--- src/rtl/routing_pkg.sv ---
// Shared routing definitions: default demux geometry, select-width helper
// and the per-lane occupancy state.
package routing_pkg;

  localparam int DEMUX_WIDTH = 8;
  localparam int DEMUX_LANES = 4;

  // Ceiling log2, with a floor of 1 so a select field is never zero bits wide.
  function automatic int clog2(input int n);
    int r;
    r = 0;
    while ((1 << r) < n) r++;
    return (r < 1) ? 1 : r;
  endfunction

  typedef enum logic {
    LANE_EMPTY = 1'b0,
    LANE_FULL  = 1'b1
  } lane_state_t;

endpackage

--- src/rtl/demux_lane_reg.sv ---
// Single-entry holding register with valid/ready. A load in the same
// cycle as a pop replaces the word, so the lane streams without bubbles.
module demux_lane_reg
  import routing_pkg::*;
#(
  parameter int WIDTH = DEMUX_WIDTH
) (
  input  logic             clk,
  input  logic             rst_n,
  input  logic             load,
  input  logic [WIDTH-1:0] load_data,
  input  logic             ready,
  output logic             valid,
  output logic [WIDTH-1:0] data
);

  lane_state_t      state_q, state_d;
  logic [WIDTH-1:0] data_q, data_d;
  logic             pop;

  assign pop = (state_q == LANE_FULL) & ready;

  always_comb begin
    // NOTE: every output of this block is assigned a default first so no path infers a latch.
    state_d = state_q;
    data_d  = data_q;
    if (load) begin
      state_d = LANE_FULL;
      data_d  = load_data;
    end else if (pop) begin
      state_d = LANE_EMPTY;
    end
  end

  always_ff @(posedge clk or negedge rst_n) begin
    if (!rst_n) begin
      state_q <= LANE_EMPTY;
      // NOTE: the data register is reset too, since out_data must read zero after reset.
      data_q  <= '0;
    end else begin
      // NOTE: non-blocking updates so every flop samples pre-edge values.
      state_q <= state_d;
      data_q  <= data_d;
    end
  end

  assign valid = (state_q == LANE_FULL);
  assign data  = data_q;

endmodule

--- src/rtl/demux_stream_8bitx4.sv ---
// Registered 1-to-LANES stream demultiplexer with per-lane holding registers.
// Define DEMUX_STREAM_RR_SEL_EN to steer round-robin instead of by in_sel.
module demux_stream_8bitx4
  import routing_pkg::*;
#(
  parameter int WIDTH = DEMUX_WIDTH,
  parameter int LANES = DEMUX_LANES,
  parameter int SEL_W = clog2(LANES),
  parameter int CNT_W = 16
) (
  input  logic                   clk,
  input  logic                   rst_n,
  input  logic                   in_valid,
  output logic                   in_ready,
  input  logic [WIDTH-1:0]       in_data,
  input  logic [SEL_W-1:0]       in_sel,
  output logic [LANES-1:0]       out_valid,
  input  logic [LANES-1:0]       out_ready,
  output logic [LANES*WIDTH-1:0] out_data,
  output logic [CNT_W-1:0]       word_cnt
);

  logic [SEL_W-1:0] dest;
  logic             accept;
  logic [CNT_W-1:0] word_cnt_q, word_cnt_d;

`ifdef DEMUX_STREAM_RR_SEL_EN
  logic [SEL_W-1:0] ptr_q, ptr_d;
  logic             unused_sel;

  assign unused_sel = ^in_sel;
  assign dest       = ptr_q;

  // LANES is a power of two, so natural overflow gives the modulo wrap.
  always_comb begin
    ptr_d = ptr_q;
    if (accept) ptr_d = ptr_q + 1'b1;
  end

  always_ff @(posedge clk or negedge rst_n) begin
    if (!rst_n) ptr_q <= '0;
    else        ptr_q <= ptr_d;
  end
`else
  assign dest = in_sel;
`endif

  // Ready passes through the target lane's out_ready so a full lane being
  // popped this cycle can take the next word; forced low while in reset.
  assign in_ready = rst_n & (~out_valid[dest] | out_ready[dest]);
  assign accept   = in_valid & in_ready;

  always_comb begin
    word_cnt_d = word_cnt_q;
    if (accept) word_cnt_d = word_cnt_q + 1'b1;
  end

  always_ff @(posedge clk or negedge rst_n) begin
    if (!rst_n) word_cnt_q <= '0;
    else        word_cnt_q <= word_cnt_d;
  end

  assign word_cnt = word_cnt_q;

  for (genvar k = 0; k < LANES; k++) begin : g_lane
    demux_lane_reg #(.WIDTH(WIDTH)) u_lane (
      .clk      (clk),
      .rst_n    (rst_n),
      .load     (accept && (dest == SEL_W'(k))),
      .load_data(in_data),
      .ready    (out_ready[k]),
      .valid    (out_valid[k]),
      .data     (out_data[k*WIDTH +: WIDTH])
    );
  end

endmodule

--- config.mk ---
export PLATFORM = sky130hd
export DESIGN_NAME = demux_stream_8bitx4
export DESIGN_NICKNAME = d
export VERILOG_FILES = /design/src/rtl/routing_pkg.sv /design/src/rtl/demux_lane_reg.sv /design/src/rtl/demux_stream_8bitx4.sv
export SDC_FILE = /design/constraint.sdc
export NUM_CORES = 1
export LEC_CHECK = 0
export ABC_AREA = 1
export CAP_MARGIN = 20
export CORE_ASPECT_RATIO = 1.25
export CORE_MARGIN = 4
export CORE_UTILIZATION = 43
export DETAILED_ROUTE_END_ITERATION = 7
export PLACE_DENSITY = 0.76
export RECOVER_POWER = 100
export SYNTH_ARGS = -nofsm -noshare
export SYNTH_HDL_FRONTEND = slang
export SYNTH_HIERARCHICAL = 1
export SYNTH_SLANG_ARGS = --single-unit
--- constraint.sdc ---
create_clock -name clk -period 1.5 [get_ports clk]
set_clock_uncertainty 0.1 [all_clocks]
set_input_delay 0.3 -clock clk [delete_from_list [all_inputs] [get_ports clk]]
set_output_delay 0.3 -clock clk [all_outputs]
set_load 0.01 [all_outputs]
== Yosys cells after proc, flatten, opt, wreduce, memory -nomap -nowiden ==
Cells that the tools add are included.
Word-level totals
  input port bits: 17
  word-level logic and storage cells: 43
  flip-flop bits (word level): 52
Operators by class
  add/subtract/negate cells: 1
  $lt $le $gt $ge: 1
  bitwise logic cells: 8
  mux-type cells: 12
  reductions and logical operators: 9
  equality and inequality tests: 3
Operators with widths (number)
  $add 16x1->16 const B: 1
  $mux 1: 10
  $reduce_bool 2->1: 4
  $and 1x1->1: 6
  $bmux 1 s2: 2
  $eq 2x2->1 const B: 2
  $logic_and 1x1->1: 4
  $lt 2x3->1 const B: 1
  $eq 2x1->1 const B: 1
  $logic_not 2->1: 1
  $not 1->1: 1
  $or 1x1->1: 1

== Logic depth before layout (Yosys ltp) ==
Gate-level depths: netlist of the first run.
  word-level depth: 8
  mapped depth: 13
  depth with buffers taken out: 11

== Modules after synthesis ==
Netlist of the first run, hierarchy kept.
Modules (own cells, without submodules)
  demux_lane_reg: seq. area each 225.2 µm², times used 4, area an instance 341.6 µm², cells each 38
  demux_stream_8bitx4: seq. area each 400.4 µm², times used 1, area an instance 1186.1 µm², cells each 177

== Least setup slack after synthesis of the first run ==
No wires, ideal clock.
  kind: input port to flip-flop
  start: in in_sel[0]
  end: reg g_lane[0].u_lane.data_q[0]
  data required time: 1283 ps
  buffers on the path: 2
  setup time: 117 ps
  stages: 12
  data arrival time: 1366 ps
  path slack: -83 ps
  path through: buf_6 > nor2_2 > nand2_1 > nand2_2 > nor2_4 > nand2_4 > nand3_2 > nor2_1 > buf_6 > inv_2 > nand2_1 > nand2_1
Between the ends
  cells in the longest elaborated chain, start to end: 7
  elaborated cells between the ends (all ways): 10
  classes of those cells: mux (4); bitwise (4); reduce/logical (2)
Ends and longest elaborated chain
  start: declaration: line demux_stream_8bitx4.sv:16  | input logic [SEL_W-1:0] in_sel,
  $bmux 1 s2: line demux_stream_8bitx4.sv:50  | assign in_ready = rst_n & (~out_valid[dest] | out_ready[dest]);
  $mux 1 (implied by the code): line demux_stream_8bitx4.sv:50
  $not 1->1: line demux_stream_8bitx4.sv:50
  $or 1x1->1: line demux_stream_8bitx4.sv:50
  $and 1x1->1: line demux_stream_8bitx4.sv:50
  $and 1x1->1: line demux_stream_8bitx4.sv:51  | assign accept = in_valid & in_ready;
  $logic_and 1x1->1 (*): line demux_stream_8bitx4.sv:69  | .load (accept && (dest == SEL_W'(k))),
  end signal: assignment: line demux_lane_reg.sv:43  | data_q <= data_d;
  end: declaration: line demux_lane_reg.sv:18  | logic [WIDTH-1:0] data_q, data_d;
Every way passes the cells marked *; elsewhere a longest branch is shown, timed or not. The select of a mux whose other input is x is not followed.
A chain may end at the register's enable or synchronous reset.

== Final worst setup path of the first run ==
  start: in in_sel[0]
  end: out in_ready
Between the ends
  cells in the longest elaborated chain, start to end: 5
  elaborated cells between the ends (all ways): 7
  classes of those cells: mux (4); bitwise (3)
Ends and longest elaborated chain
  $bmux 1 s2: line demux_stream_8bitx4.sv:50
  $mux 1 (implied by the code): line demux_stream_8bitx4.sv:50
  $not 1->1: line demux_stream_8bitx4.sv:50
  $or 1x1->1 (*): line demux_stream_8bitx4.sv:50
  $and 1x1->1 (*): line demux_stream_8bitx4.sv:50
  end: declaration: line demux_stream_8bitx4.sv:14  | output logic in_ready,
Marks and branches as above.

==> out/metrics.cfg, run 1 <==
[run_status]
outcome = complete, but fails checks
violations = setup timing

[setup_path]
crit_fanout = 8
path_cells = clkdlybuf4s15_1 > buf_6 > nor2_4 > nand2_1 > nand2_2 > nor2_4 > a21boi_1 > buf_2
cp_slowest_stage_delay_ps = 200
rr_worst_depth = 12
critical_path_class = in -> out
r2r_slack_ps = -170
arrival_ps = 1270
cp_common_cell = nor2_4
crit_family = buffers and inverters
critPathBufInv = 3
crit_slowest_cell = clkdlybuf4s15_1
reg2reg_to = g_lane[1].u_lane/data[2]
crit_path_end_kind = primary output
cp-startpoint = in_sel[0]
startpoint_type = primary input
reg2reg_from = g_lane[0].u_lane/valid
cp_data_required_time_ps = 1100

[layout]
fillerInstances = 481
utilization_pct = 68.37
drive_gt1_share_pct = 27.74
diodes = 0
layout.nets = 464
final_common_cell = nand2_1
syn2layout_area_growth_pct = 54.80
instances_no_fill = 513
mostFrequentLayoutCells = nand2_1 (143), dlygate4sd2_1 (50), dfrtp_1 (49)

[yosys]
syn_inst = 329
yosys.area_share.simple_pct = 38.48
synth_warnings = 6
syn_nets = 347
synth_mux_area_share_pct = 0
synth_fa_ha_area_share_pct = 0.4902
ys_ff_latch = 52
synth_area_um2 = 2552
yosysUniqueCellTypes = 21
synth_xor_area_share_pct = 1.029
syn_area_per_cell_um2 = 7.758
synth_compound_area_share_pct = 0.4902
ys_seq_area_share_pct = 50.98
synth_top_family_by_area = simple AND/OR/NAND/NOR gates

[job]
cap_violations = 0

[clock_tree]
cts_sinks = 52
htreeDepth = 2
clk_latency_ps = 300
numCtsBuffers = 5
cts_tree = built
clk_pin_slew_worst_paths_ps = 100
cts_root_buf = clkbuf_8
clockBufferDepth = 2

[grt]
antenna_found_initial = 0
grt_pass1_wl_mm = 11.76
track_usage_pct = 20.11
overflow = 0
grt_pass1_vias = 2587
grt_max_degree = 56

[sta]
finalWorstSetupSlack_ps = -171.0
slew_viol_final = 0
final_hold_viol_count = 0
fmax_mhz = 598.5
rsz0062_at_grt = true
setup_tns_ps = -5282
min_period_ps = 1671
setup_viol = 44
worst_pin_slew_ps = 640.0
slew_headroom_pct = 57.34
finalCritPeriodShare_pct = 111.4

[placed_design]
dp_cells = 479
hpwl_mm = 4.857
gp_congestion = 0.9154
port_buffers = 69
place_ws_ps = -897.1

[drt]
antenna_left = 0
viasPerCell = 5.072
drt-total-wl_mm = 7.338
wl_per_cell_um = 14.30
drt_pre_antenna_iters = 4
drc = 0
dr_total_vias = 2602
drt_iter0_markers = 135

[floorplanning]
start_util_pct = 44.17
core_area_um2 = 5779
placementRows = 31
die_w_um = 76.91
ios = 70
dieArea_um2 = 7240
die_h_um = 94.14

[hold_path]
hold_class = in -> async

[power_and_ir_drop]
leakagePower_nw = 2.114
p_per_area_nw_per_um2 = 962.2
ir_worst_vdd_mv = 0.6926

[cell families after synthesis]
kind of cell | after synthesis
buffers and inverters | 43
flip-flops | 52
AND/OR/NAND/NOR | 228
XOR/XNOR | 3
adder cells (fa/ha/maj) | 1
AO/OA/AOI/OAI | 2
[flip-flops by register name, indices dropped and copies added, names as in the netlist]
signal / count
g_lane.u_lane/data: 32
g_lane.u_lane/valid: 4
word_cnt: 16
[metrics by stage]
step,hold WS (ps),power (mW),cell area [um^2]
after floorplan,-95.59,2.268,2606
after global placement,338.4,2.971,3501
after detailed placement,342.8,2.994,3501
after CTS,3.302,3.779,3732
after global routing,206.5,4.045,3951
final,157.4,3.802,3951
[area by class of cell]
cell class                 instances  area, um^2  area share [%]
clock buffer                       6       82.58           2.090
timing repair buffer             119        1090           27.58
inverter                          32       160.2           4.053
tap                               66       82.58           2.090
timing repair inverter             2       22.52          0.5700
clock inverter                     2       17.52          0.4433
sequential                        52        1305           33.03
multi-input combinational        234        1191           30.15
[per-layer routing]
layer | vias to the layer above | track usage (%) | share of wire (%)
met3 | 14 | 6.046 | 7.1
met5 | - | 0 | 0
li1 | 1249 | - | -
met1 | 1246 | 23.07 | 39
met4 | 0 | 6.647 | 1.9
met2 | 93 | 35.61 | 52
[worst register-to-register path: cells and delay by family, from the launching register on]
family	cells	cell delay [ps]
buffers and inverters	3	340
flip-flops	1	420
AND/OR/NAND/NOR	9	720
[where the power goes]
part | total, mW | switching (mW) | leakage (nW) | internal, mW
Sequential | 1.77 | 0.137 | 0.670 | 1.63
Clock | 0.881 | 0.493 | 0.0522 | 0.388
Combinational | 1.15 | 0.604 | 1.39 | 0.546
[worst max-delay path by stage]
stage	slack (ps)	depth (start not counted)	endpoint
2_1_floorplan	-30	12	g_lane[0].u_lane/data[0]
3_3_place_gp	-890	6	in_ready
3_5_place_dp	-900	9	in_ready
4_1_cts	-150	6	in_ready
5_1_grt	-300	12	g_lane[0].u_lane/data[6]
6_report	-170	8	in_ready
[synth_stat cells]
library cell | number | share of area (%)
nand3_1 | 13 | 2.5
o21ai_0 | 1 | 0.20
nand2_4 | 1 | 0.44
dfrtp_1 | 52 | 51
xnor2_1 | 1 | 0.34
nor2_4 | 1 | 0.44
inv_1 | 26 | 3.8
nand4_1 | 18 | 4.4
nor2_2 | 1 | 0.25
ha_1 | 1 | 0.49
nand3b_1 | 2 | 0.59
a21boi_0 | 1 | 0.29
nand2_1 | 166 | 24
nand2_2 | 1 | 0.25
nor2_1 | 19 | 2.8
nand3_2 | 6 | 2.4
inv_2 | 6 | 0.88
clkbuf_1 | 1 | 0.15
xor2_1 | 2 | 0.69
buf_6 | 7 | 3.1
buf_2 | 3 | 0.59
[timing repair]
action | in CTS | in global routing
gates resized for setup | 88 | 52
setup endpoints to repair | 105 | 58
hold buffers | 0 | 0
pin swaps | 9 | 13
hold endpoints to repair | 0 | 0
buffers inserted | 15 | 6
cloned | 1 | 4
(Power assumes the default switching activity.)
==> run 2: changes to the inputs <==
- REMOVE_ABC_BUFFERS: not set -> 1
==> out/metrics.cfg, run 2 (synthesis gave the netlist of run 1 again) <==
[clock_tree]
clk_latency_ps = 300
clockBufferDepth = 2
htreeDepth = 2
cts_tree = built
cts_root_buf = clkbuf_8
clk_pin_slew_worst_paths_ps = 100
cts_sinks = 52
numCtsBuffers = 5

[drt]
drt_iter0_markers = 130
viasPerCell = 4.996
drt-total-wl_mm = 7.138
drc = 0
wl_per_cell_um = 14.08
dr_total_vias = 2533
drt_pre_antenna_iters = 6
antenna_left = 0

[setup_path]
r2r_slack_ps = -100
arrival_ps = 1210
crit_path_end_kind = primary output
critical_path_class = in -> out
crit_fanout = 6
reg2reg_from = g_lane[3].u_lane/valid
cp-startpoint = in_sel[1]
cp_data_required_time_ps = 1100
rr_worst_depth = 11
startpoint_type = primary input

[power_and_ir_drop]
leakagePower_nw = 2.074
power_mw = 3.836
p_sw_mw = 1.243
p_clk_share_pct = 22.4
comb_power_share_pct = 31.8
pwr-share-seq_pct = 45.8
swShare_pct = 32.39
intPower_mw = 2.593
ir_worst_vdd_mv = 0.6856
p_per_area_nw_per_um2 = 1005

[sta]
final_hold_viol_count = 0
slew_viol_final = 0
worst_pin_slew_ps = 393.0
fmax_mhz = 620.3
setup_viol = 34
rsz0062_at_grt = true
finalCritPeriodShare_pct = 107.5
min_period_ps = 1612
slew_headroom_pct = 73.80
finalWorstSetupSlack_ps = -112.0

[layout]
multi_input_area_um2 = 1177
instances_no_fill = 507
layout.nets = 457
drive_gt1_share_pct = 25.23
fillerInstances = 495
syn2layout_area_growth_pct = 49.46
mostFrequentLayoutCells = nand2_1 (148), dlygate4sd2_1 (51), dfrtp_1 (50)
final-seq-area_um2 = 1304
final_common_cell = nand2_1
largest_register_ffs = 32

[floorplanning]
core_area_um2 = 5779
dieArea_um2 = 7240
start_util_pct = 44.17
die_w_um = 76.91
placementRows = 31
die_h_um = 94.14
ios = 70

[placed_design]
hpwl_mm = 4.804
port_buffers = 69
dp_cells = 480
gp_congestion = 0.8785

[run_status]
violations = setup timing
outcome = complete, but fails checks

[grt]
grt_pass1_vias = 2602
track_usage_pct = 20.25
grt_max_degree = 79
antenna_found_initial = 1
grt_pass1_wl_mm = 11.86
overflow = 0

[hold_path]
hold_class = in -> async

[job]
cap_violations = 0

[run 2: changes by cell type in the layout (fill, tap and decap cells not counted), moves of 3 or more]
cell	delta
nand2_2	-4
buf_6	+4
inv_4	+3
clkbuf_2	-3
nand2_1	+5
inv_8	-3
[run 2: repair_timing]
action	4_1_cts	5_1_grt
pin swaps	7	30
gates cloned	0	2
endpoints found under the hold margin	0	0
hold buffers	0	0
gates resized for setup	100	39
setup endpoints to repair	105	58
buffers inserted	12	4
[run 2: path summary, 6_finish.rpt]
| kind | endpoint |
|---|---|
| max in group asynchronous | word_cnt[8] |
| min | word_cnt[1] |
| min reg2reg | g_lane[0].u_lane/data[4] |
| max reg2reg | g_lane[0].u_lane/data[4] |
| max | in_ready |
| min in group clk | g_lane[0].u_lane/valid |
[run 2: power by group through the flow]
stage / clock (mW) / combinational, mW / sequential (mW)
after detailed placement: 0 / 1.18 / 1.82
after global placement: 0 / 1.15 / 1.81
after global routing: 0.943 / 1.35 / 1.79
after floorplan: 0 / 0.296 / 1.93
after CTS: 0.886 / 1.18 / 1.76
final: 0.859 / 1.22 / 1.76
[run 2: per-stage QoR]
step / utilization [%] / instance area, um^2 / hold WS [ps] / worst slack [ps] / TNS [ps]
finish: 66.01 / 3815 / 54.25 / -112.0 / -2797
CTS: 63.26 / 3656 / 47.41 / -140.8 / -1734
detailed placement: 59.49 / 3438 / 358.0 / -911.2 / -36750
global route: 66.01 / 3815 / 121.2 / -220.6 / -7973
floorplan: - / 2455 / -95.59 / -393.0 / -13820
global placement: 59.49 / 3438 / 352.6 / -876.6 / -33520
[run 2: layout make-up]
cell class / count / share of cell area, %
antenna: 1 / 0.06560
clock buffer: 6 / 2.165
clock inverter: 2 / 0.3608
inverter: 32 / 3.411
multi-input combinational: 234 / 30.86
sequential: 52 / 34.18
tap: 66 / 2.165
timing repair buffer: 114 / 26.80
[run 2: critical path, cell delays in order]
cell,delay [ps]
dlygate4sd2_1,310
nor2_2,130
nand2_1,80
nand2_2,80
nor2_4,30
a21boi_1,130
buf_2,150
[run 2: layer usage]
| layer | vias up | wire, um | GRT usage, % |
|---|---|---|---|
| met4 | 0 | 125 | 4.683 |
| met5 | - | 0 | 0 |
| met3 | 11 | 506 | 6.334 |
| met1 | 1224 | 2836 | 21.73 |
| li1 | 1234 | - | - |
| met2 | 64 | 3671 | 38.44 |
